## config.mk

```make
export PLATFORM = sky130hd
export DESIGN_NAME = virtio_notify_arbiter
export DESIGN_NICKNAME = d
export VERILOG_FILES = /design/src/rtl/virtio_notify_arbiter.sv
export SDC_FILE = /design/constraint.sdc
export NUM_CORES = 1
export LEC_CHECK = 0
export ABC_AREA = 1
export CAP_MARGIN = 20
export CORE_UTILIZATION = 50
export CTS_BUF_LIST = sky130_fd_sc_hd__clkbuf_16
export DETAILED_ROUTE_END_ITERATION = 10
export GPL_TIMING_DRIVEN = 0
export PLACE_DENSITY_LB_ADDON = 0.15
export SYNTH_ARGS = -nofsm -noshare
export SYNTH_HDL_FRONTEND = slang
export SYNTH_SLANG_ARGS = --single-unit
```

## constraint.sdc

```tcl
create_clock -name clk -period 2.8 [get_ports clk]
set_clock_uncertainty 0.2 [all_clocks]
set_input_delay 0.28 -clock clk [delete_from_list [all_inputs] [get_ports clk]]
set_output_delay 0.28 -clock clk [all_outputs]
set_load 0.005 [all_outputs]
```

## src/rtl/virtio_notify_arbiter.sv

```systemverilog
// virtio_notify_arbiter: records queue-notify doorbells per virtqueue, coalesces
// repeats, and offers pending queues one at a time to the descriptor-fetch engine
// with round-robin fairness over a valid/ready handshake.
// Optional build macro VIRTIO_NOTIFY_COUNT_EN adds a per-queue coalesce counter
// exported as evt_count; without it evt_count is tied to zero.
module virtio_notify_arbiter #(
  parameter int NUM_QUEUES = 3,
  parameter int QID_W      = 4,
  parameter int CNT_W      = 8
) (
  input  logic                  clk,
  input  logic                  rst_n,
  input  logic [NUM_QUEUES-1:0] q_enable,
  input  logic                  notify_valid,
  input  logic [QID_W-1:0]      notify_qid,
  output logic                  evt_valid,
  output logic [QID_W-1:0]      evt_qid,
  input  logic                  evt_ready,
  output logic [CNT_W-1:0]      evt_count,
  output logic [NUM_QUEUES-1:0] pending,
  output logic [15:0]           drop_cnt
);

  typedef enum logic {IDLE, OFFER} state_t;

  state_t                  state_q, state_d;
  logic [QID_W-1:0]        last_grant;
  logic [QID_W-1:0]        pick_qid;
  logic [NUM_QUEUES-1:0]   db_hit;
  logic [NUM_QUEUES-1:0]   evt_hit;
  logic [NUM_QUEUES-1:0]   pending_d;
  logic                    db_drop;
  logic                    load;
  logic                    accept;

  function automatic logic [15:0] sat_inc16(input logic [15:0] v);
    return (v == 16'hFFFF) ? v : v + 16'd1;
  endfunction

  // Decode the doorbell and the offered queue into one-hot vectors; a doorbell
  // that hits no enabled in-range queue is a drop.
  always_comb begin
    db_hit  = '0;
    evt_hit = '0;
    for (int q = 0; q < NUM_QUEUES; q++) begin
      db_hit[q]  = notify_valid && q_enable[q] && (notify_qid == QID_W'(q));
      evt_hit[q] = (evt_qid == QID_W'(q));
    end
    db_drop = notify_valid && !(|db_hit);
  end

  // Round-robin pick: lowest pending queue above last_grant, else lowest overall.
  always_comb begin
    pick_qid = '0;
    for (int j = NUM_QUEUES - 1; j >= 0; j--) begin
      if (pending[j]) pick_qid = QID_W'(j);
    end
    for (int j = NUM_QUEUES - 1; j >= 0; j--) begin
      if (pending[j] && (QID_W'(j) > last_grant)) pick_qid = QID_W'(j);
    end
  end

  // FSM next state: IDLE loads an offer when anything is pending, OFFER waits for accept.
  always_comb begin
    state_d = state_q;
    load    = 1'b0;
    accept  = 1'b0;
    case (state_q)
      IDLE: begin
        if (|pending) begin
          load    = 1'b1;
          state_d = OFFER;
        end
      end
      OFFER: begin
        if (evt_ready) begin
          accept  = 1'b1;
          state_d = IDLE;
        end
      end
      default: state_d = IDLE;
    endcase
  end

  // Pending flag update: disable clears, then a doorbell sets (wins over accept-clear).
  always_comb begin
    for (int q = 0; q < NUM_QUEUES; q++) begin
      pending_d[q] = pending[q];
      if (accept && evt_hit[q]) pending_d[q] = 1'b0;
      if (db_hit[q])            pending_d[q] = 1'b1;
      if (!q_enable[q])         pending_d[q] = 1'b0;
    end
  end

  // FSM state register.
  always_ff @(posedge clk or negedge rst_n) begin
    if (!rst_n) state_q <= IDLE;
    else        state_q <= state_d;
  end

  // Offer register and round-robin pointer; an offer is never retracted.
  always_ff @(posedge clk or negedge rst_n) begin
    if (!rst_n) begin
      evt_valid  <= 1'b0;
      evt_qid    <= '0;
      last_grant <= QID_W'(NUM_QUEUES - 1);
    end else if (load) begin
      evt_valid <= 1'b1;
      evt_qid   <= pick_qid;
    end else if (accept) begin
      evt_valid  <= 1'b0;
      last_grant <= evt_qid;
    end
  end

  // Pending flags and saturating drop counter.
  always_ff @(posedge clk or negedge rst_n) begin
    if (!rst_n) begin
      pending  <= '0;
      drop_cnt <= '0;
    end else begin
      pending <= pending_d;
      if (db_drop) drop_cnt <= sat_inc16(drop_cnt);
    end
  end

`ifdef VIRTIO_NOTIFY_COUNT_EN
  logic [CNT_W-1:0] cnt_q [NUM_QUEUES];

  function automatic logic [CNT_W-1:0] sat_inc_cnt(input logic [CNT_W-1:0] v);
    return (&v) ? v : v + CNT_W'(1);
  endfunction

  // Per-queue coalesce counters; an accept restarts at 1 if a doorbell lands with it.
  always_ff @(posedge clk or negedge rst_n) begin
    if (!rst_n) begin
      for (int q = 0; q < NUM_QUEUES; q++) cnt_q[q] <= '0;
    end else begin
      for (int q = 0; q < NUM_QUEUES; q++) begin
        if (!q_enable[q])              cnt_q[q] <= '0;
        else if (accept && evt_hit[q]) cnt_q[q] <= db_hit[q] ? CNT_W'(1) : '0;
        else if (db_hit[q])            cnt_q[q] <= sat_inc_cnt(cnt_q[q]);
      end
    end
  end

  // Live counter of the offered queue.
  always_comb begin
    evt_count = '0;
    for (int q = 0; q < NUM_QUEUES; q++) begin
      if (evt_hit[q]) evt_count = cnt_q[q];
    end
  end
`else
  assign evt_count = '0;
`endif

endmodule

```

# After elaboration in Yosys (flattened, before gate mapping)
# Cells that the tools add are included.
# totals
regBits,29
latchBits,0
ram_bits,0
romBits,0
out_inout_bits,32
wordCells,67
memories,0
# op_classes
n_addsub,1
mul,0
n_div,0
order_cmp,3
eq_ne,8
shift,0
muxes,23
bitwise_logic,3
reduce_logical,21
# ops
op,count
$mux W4,5
$add A16 B1 Y16 const B,1
$eq A16 B16 Y1 const B,1
$mux W1,16
$logic_and A1 B1 Y1,13
$ne A3 B1 Y1 const B,3
$eq A4 B1 Y1 const B,2
$eq A4 B2 Y1 const B,2
$gt A1 B4 Y1 const A,2
$logic_not A4 Y1,2
$reduce_or A3 Y1,2
$gt A2 B4 Y1 const A,1
$reduce_and A2 Y1,2
$not A1 Y1,3
$mux W2,1
$pmux W1 S2,1
$reduce_bool A2 Y1,1
$logic_not A1 Y1,1

# Longest topological paths before layout
# Gate-level depths: netlist of run 1.
# logic_depth
ltp_word,6
depth_mapped,10

# Worst setup path before layout of run 1
# Ideal clock, no wire load.
# synth_timing
kind,register to register
startpoint,register drop_cnt[0]
endpoint,register drop_cnt[0]
t_arrival_ns,1.303
t_required_ns,2.483
slack_ns,1.180
path_stages_with_launch,8
cell_sequence,dfrtp_1 > ha_1 > nand2_2 > nor2_4 > nand3_2 > buf_2 > nand3b_1 > nand2_1
# synth_between
elab_chain_len,3
elab_cells_between_ends,4
# synth_lines
element,line,text
from (decl),21,output logic [15:0] drop_cnt
from (signal assigned),123,if (db_drop) drop_cnt <= sat_inc16(drop_cnt);
"parallel branches: the longest is 3 deep, another holds $add A16 B1 Y16",--,
# Several ways; the timed one is not identified.
# A chain may end at the register's enable or synchronous reset.

# Final worst setup path of run 1
# layout_timing
startpoint,register drop_cnt[0]
endpoint,register drop_cnt[15]
# The elaborated chain is that of the path after synthesis.

==> impl_metrics.toml, run 1 <==
[sta]
max_freq_mhz = 529
final.period_utilization = 0.676
finalCriticalPeriod_ns = 1.89
rsz0062_at_grt = "false"
setup_viol = 0
hold-worst-slack_ns = 0.164
finalHoldViolCount = 0
fin_setup_tns_ns = 0
relSlewSlack = 0.639
worst_pin_slew_ns = 0.540
report.final.slew_viol_count = 0

[clocking]
clock-root-buffer = "clkbuf_16"
clockBufferDepth = 2
clock_latency_ns = 0.26
cts_setup_buffers = 0
hold_buffers = 0
cts_resized = 0
cts.clk_slew.worst_paths_ns = 0.07
cts_buffers = 3
cts_tree = "built"
cts_max_level = 1
clock-sinks = 25

[place]
portBuffers = 32
gp_congestion = 0.804
post-dp-hpwl_mm = 2.50

[critical_path]
critPathKind = "reg -> reg"
cp-startpoint = "drop_cnt[0]"
cp.required_ns = 2.80
setup.worst_path.start_class = "register"
cp-end-kind = "register"
crit_arrival_ns = 1.89
worst_path_most_repeated_cell = "nand2_1"
critPathMaxFanout = 6
crit-reg2reg-launch = "drop_cnt[0]"
cpPeakStageDelay_ns = 0.43
cp_slowest_cell = "dfrtp_1"
crit_chain = "ha_1, nand2_2, nor2_2, nand2_1, nor2_1, nor2_1, nand2_1, nand2_1"

[drt]
drtAntennaViolNets = 0
wirelength_mm = 3.24
via_per_inst = 4.79
vias = 1518
first_pass_iters = 4
drc = 0
drt_iter0_markers = 56
wl_per_cell_um = 10.2

[cells_and_area]
diodes = 0
fillers = 265
finalCoreUtilization = 0.690
num-nets-final = 286
areaGrowthSynthToFinish_pct = 31.8
drive_gt1_frac = 0.114
multiInputGateArea_um2 = 820
seq_area_um2 = 627

[floorplanning]
initial_utilization = 0.524
die_h_um = 58.6
coreArea_mm2 = 0.00305
rows = 20
dieWidth_um = 58.6
ios = 43
die_area_mm2 = 0.00343

[global_route]
grt_pass1_wl_mm = 5.69
grtUsageMet1 = 0.272
grt_pass1_vias = 1351
grt-ovfl-total = 0
gr-usage-met3 = 0.0198
antenna_found_initial = 0
grt_max_degree = 26
grtUsageTotal = 0.213
busiest_layer = "met2"
grtUsageMet2 = 0.378

[outcome]
status = "complete, no violations"

[flow_run]
maxCapViolations = 0

[worst_hold_path]
worstHoldPathType = "in -> async"

[synth]
ys_top_cells_by_area = "dfrtp_1 38%, nand2_1 21%, inv_1 5.4%"
synthMostInstantiatedCell = "nand2_1"
syn-mean-instance-area_um2 = 7.04
ys_warn_count = 0
synth_cell_types = 28
syn_area_mm2 = 0.00160
yosysTopAreaCell = "dfrtp_1"
synth-seq-cells = 25
async_flop_share = 1.00
netlist_instances = 227
synth_flop_cell = "dfrtp_1"
synth_common_cells = "88 x nand2_1, 24 x dfrtp_1, 23 x inv_1"
synth_top_area_frac = 0.376
synth-edff-count = 0
yosysSeqAreaShare = 0.392

[power]
max-vdd-ir-drop_mv = 0.251
finalPower_mw = 1.07
p_int_mw = 0.758
p_seq_frac = 0.449
clkPwrFrac = 0.309
power-per-cell-area_mw_per_mm2 = 509
p_comb_frac = 0.242
p_sw_mw = 0.314
swShare = 0.293
p_leak_nw = 1.01
[path summary, 6_finish.rpt]
kind	end	slack (ns)	cells after the start
min in group clk	last_grant[1]	0.30	2
min reg2reg	last_grant[1]	0.30	2
max reg2reg	drop_cnt[15]	0.91	8
max in group asynchronous	last_grant[1]	1.67	2
min	drop_cnt[2]	0.16	1
max	drop_cnt[15]	0.91	8
[routing by layer]
layer	vias to the layer above	share of wire
li1	790	-
met5	-	0
met3	5	0.038
met4	0	0.014
met1	677	0.48
met2	46	0.47
[area by class of cell]
| cell class | count | share of cell area |
|---|---|---|
| clock inverter | 1 | 0.00416 |
| clock buffer | 3 | 0.0356 |
| sequential | 25 | 0.298 |
| timing repair buffer | 33 | 0.159 |
| inverter | 24 | 0.0428 |
| tap | 44 | 0.0261 |
| buffer | 13 | 0.0457 |
| multi-input combinational | 174 | 0.389 |
[worst max-delay path, delay by kind of cell, from the launching register on]
family        cells  cell delay (ns)
simple gates      7             0.91
flops             1             0.43
fa+ha+maj         1             0.29
[cells in the final DEF (no fill, tap or decap), drive strengths merged]
master and n:
a31oi 1, buf 14, clkbuf 3, clkdlybuf4s50 32, conb 10, dfrtp 24
dfstp 1, ha 1, inv 25, mux2 1, nand2 90, nand3 19
nand3b 2, nand4 5, nor2 23, nor3 4, o21ai 8, o31ai 3
xnor2 1, xor2 6
[state kept, by name (all words and copies together) (netlist names)]
signal      count
evt_qid         2
pending         3
last_grant      2
drop_cnt       16
state_q         1
evt_valid       1
[cells by family after synthesis]
logic type               synth area share
XOR/XNOR                           0.0383
AND/OR/NAND/NOR                     0.393
adder cells (fa/ha/maj)           0.00782
buffers and inverters               0.117
multiplexers                      0.00704
AO/OA/AOI/OAI                      0.0430
flip-flops                          0.392
other                             0.00235
[metrics by stage]
step	instance area [µm²]	cells	setup slack, ns
final	2110	317	0.909
after global routing	2110	317	0.728
after CTS	2090	316	0.904
after detailed placement	2010	312	0.863
after global placement	2010	312	0.896
after floorplan	1630	236	1.18
[power by group through the flow]
stage | clock network [mW] | registers, mW | logic, mW
6_report | 0.332 | 0.481 | 0.259
4_1_cts | 0.334 | 0.482 | 0.259
3_5_place_dp | 0 | 0.488 | 0.258
2_1_floorplan | 0 | 0.476 | 0.131
5_1_grt | 0.349 | 0.490 | 0.294
3_3_place_gp | 0 | 0.483 | 0.253
Power figures use the tool's default switching activity.
==> run 2, diff against run 1 <==
--- a/config.mk
+++ b/config.mk
@@ -7,7 +7,7 @@
 export LEC_CHECK = 0
 export ABC_AREA = 1
 export CAP_MARGIN = 20
-export CORE_UTILIZATION = 50
+export CORE_UTILIZATION = 48
 export CTS_BUF_LIST = sky130_fd_sc_hd__clkbuf_16
 export DETAILED_ROUTE_END_ITERATION = 10
 export GPL_TIMING_DRIVEN = 0
==> constraint.sdc (replaced) <==
create_clock -name clk -period 1.9 [get_ports clk]
set_clock_uncertainty 0.2 [all_clocks]
set_input_delay 0.19 -clock clk [delete_from_list [all_inputs] [get_ports clk]]
set_output_delay 0.19 -clock clk [all_outputs]
set_load 0.005 [all_outputs]
==> impl_metrics.toml, run 2 (same netlist as run 1, synthesis figures left out) <==
[cells_and_area]
drive_gt1_frac = 0.125
final_cell_area_mm2 = 0.00212
num-nets-final = 286
diodes = 0
fillers = 280
areaGrowthSynthToFinish_pct = 32.4
final_cell_mix = "88 x nand2_1, 32 x clkdlybuf4s50_1, 23 x inv_1, 23 x dfrtp_1"
top_regs = "drop_cnt x16, pending x3"
regMostFlops = "drop_cnt"
multiInputGateArea_um2 = 830
largest_reg_flops = 16
finalCoreUtilization = 0.682
final_common_cell = "nand2_1"
seq_area_um2 = 628

[global_route]
antenna_found_initial = 0
grt_pass1_wl_mm = 5.71
grt_max_degree = 16
grt-ovfl-total = 0
grt_pass1_vias = 1308
grtUsageTotal = 0.213

[worst_hold_path]
worstHoldPathType = "in -> async"

[clocking]
cts_tree = "built"
cts_buffers = 3
cts_max_level = 1
clockBufferDepth = 2
clock_latency_ns = 0.26
cts_setup_buffers = 0
cts_resized = 0
clock-sinks = 25
cts.clk_slew.worst_paths_ns = 0.06
hold_buffers = 0
clock-root-buffer = "clkbuf_16"

[floorplanning]
die_area_mm2 = 0.00357
initial_utilization = 0.515
coreArea_mm2 = 0.00310
ios = 43
dieWidth_um = 59.7
rows = 20
die_h_um = 59.7

[outcome]
status = "complete, no violations"

[drt]
drt_iter0_markers = 57
vias = 1486
wirelength_mm = 3.24
via_per_inst = 4.69
drc = 0
wl_per_cell_um = 10.2
drtAntennaViolNets = 0
first_pass_iters = 4

[place]
portBuffers = 32
gp_congestion = 0.891
post-dp-hpwl_mm = 2.53
postPlaceCellArea_mm2 = 0.00202

[critical_path]
crit_chain = "ha_2, nand2_2, nor2_4, nand3_2, buf_2, nand3_1, nand2_1"
crit_arrival_ns = 1.69
setup.worst_path.start_class = "register"
cp_slowest_cell = "dfrtp_1"
cpPeakStageDelay_ns = 0.41
cp-end-kind = "register"
critPathMaxFanout = 10
critPathKind = "reg -> reg"
cp.required_ns = 1.85

[power]
p_leak_nw = 1.01
power-per-cell-area_mw_per_mm2 = 741
finalPower_mw = 1.57
max-vdd-ir-drop_mv = 0.558

[flow_run]
maxCapViolations = 0

[sta]
finalCriticalPeriod_ns = 1.74
finalHoldViolCount = 0
worst_pin_slew_ns = 0.591
rsz0062_at_grt = "false"
report.final.slew_viol_count = 0
final.period_utilization = 0.917
setup_viol = 0
fin_setup_tns_ns = 0
max_freq_mhz = 574
relSlewSlack = 0.605
run 2: changes by cell type in the layout (fill, tap and decap cells not counted):
cell,previous run,this run
nor2_1,18,17
dfrtp_2,0,1
nor2_4,1,2
dfrtp_1,24,23
inv_6,1,0
ha_2,0,1
ha_1,1,0
clkinvlp_4,0,1
run 2: report_power, final:
group	internal, mW	switching [mW]
logic	0.222	0.171
registers	0.609	0.0975
clock network	0.285	0.184
run 2: worst paths after layout:
check / from / end / slack, ns / cells after the start
hold reg to reg: evt_valid / evt_valid / 0.30 / 2
min in group clk: evt_valid / evt_valid / 0.30 / 2
setup reg to reg: drop_cnt[1] / drop_cnt[3] / 0.16 / 7
hold / removal: rst_n / evt_valid / 0.11 / 1
setup / recovery: drop_cnt[1] / drop_cnt[3] / 0.16 / 7
max in group asynchronous: rst_n / last_grant[1] / 0.82 / 2
run 2: layout make-up:
class                   instances  area share
multi-input cells             174       0.392
flip-flops and latches         25       0.297
repair buffers                 33       0.158
plain buffers                  13      0.0455
inverters                      24      0.0426
clock buffers                   3      0.0355
well taps                      44      0.0260
clock inverters                 1     0.00355
run 2: critical path: cells and delay by family, from the launching register on:
kind,cells,cell delay [ns]
adder cells (fa/ha/maj),1,0.26
buffers and inverters,1,0.20
flip-flops,1,0.41
AND/OR/NAND/NOR,5,0.57
run 2: metal layers:
layer  vias up  GRT usage  part of all wire
met5         -          0                 0
met2        34      0.340              0.44
met1       657      0.296              0.50
met4         0     0.0565            0.0077
li1        793          -                 -
met3         2     0.0411             0.044
run 2: through the flow:
step / worst slack, ns / cells / hold slack, ns
after floorplan: 0.280 / 236 / -0.306
after global placement: 0.0624 / 312 / 0.273
after detailed placement: 0.0326 / 313 / 0.280
after CTS: 0.0160 / 317 / 0.130
after global routing: 0.0246 / 317 / 0.153
final: 0.157 / 317 / 0.108
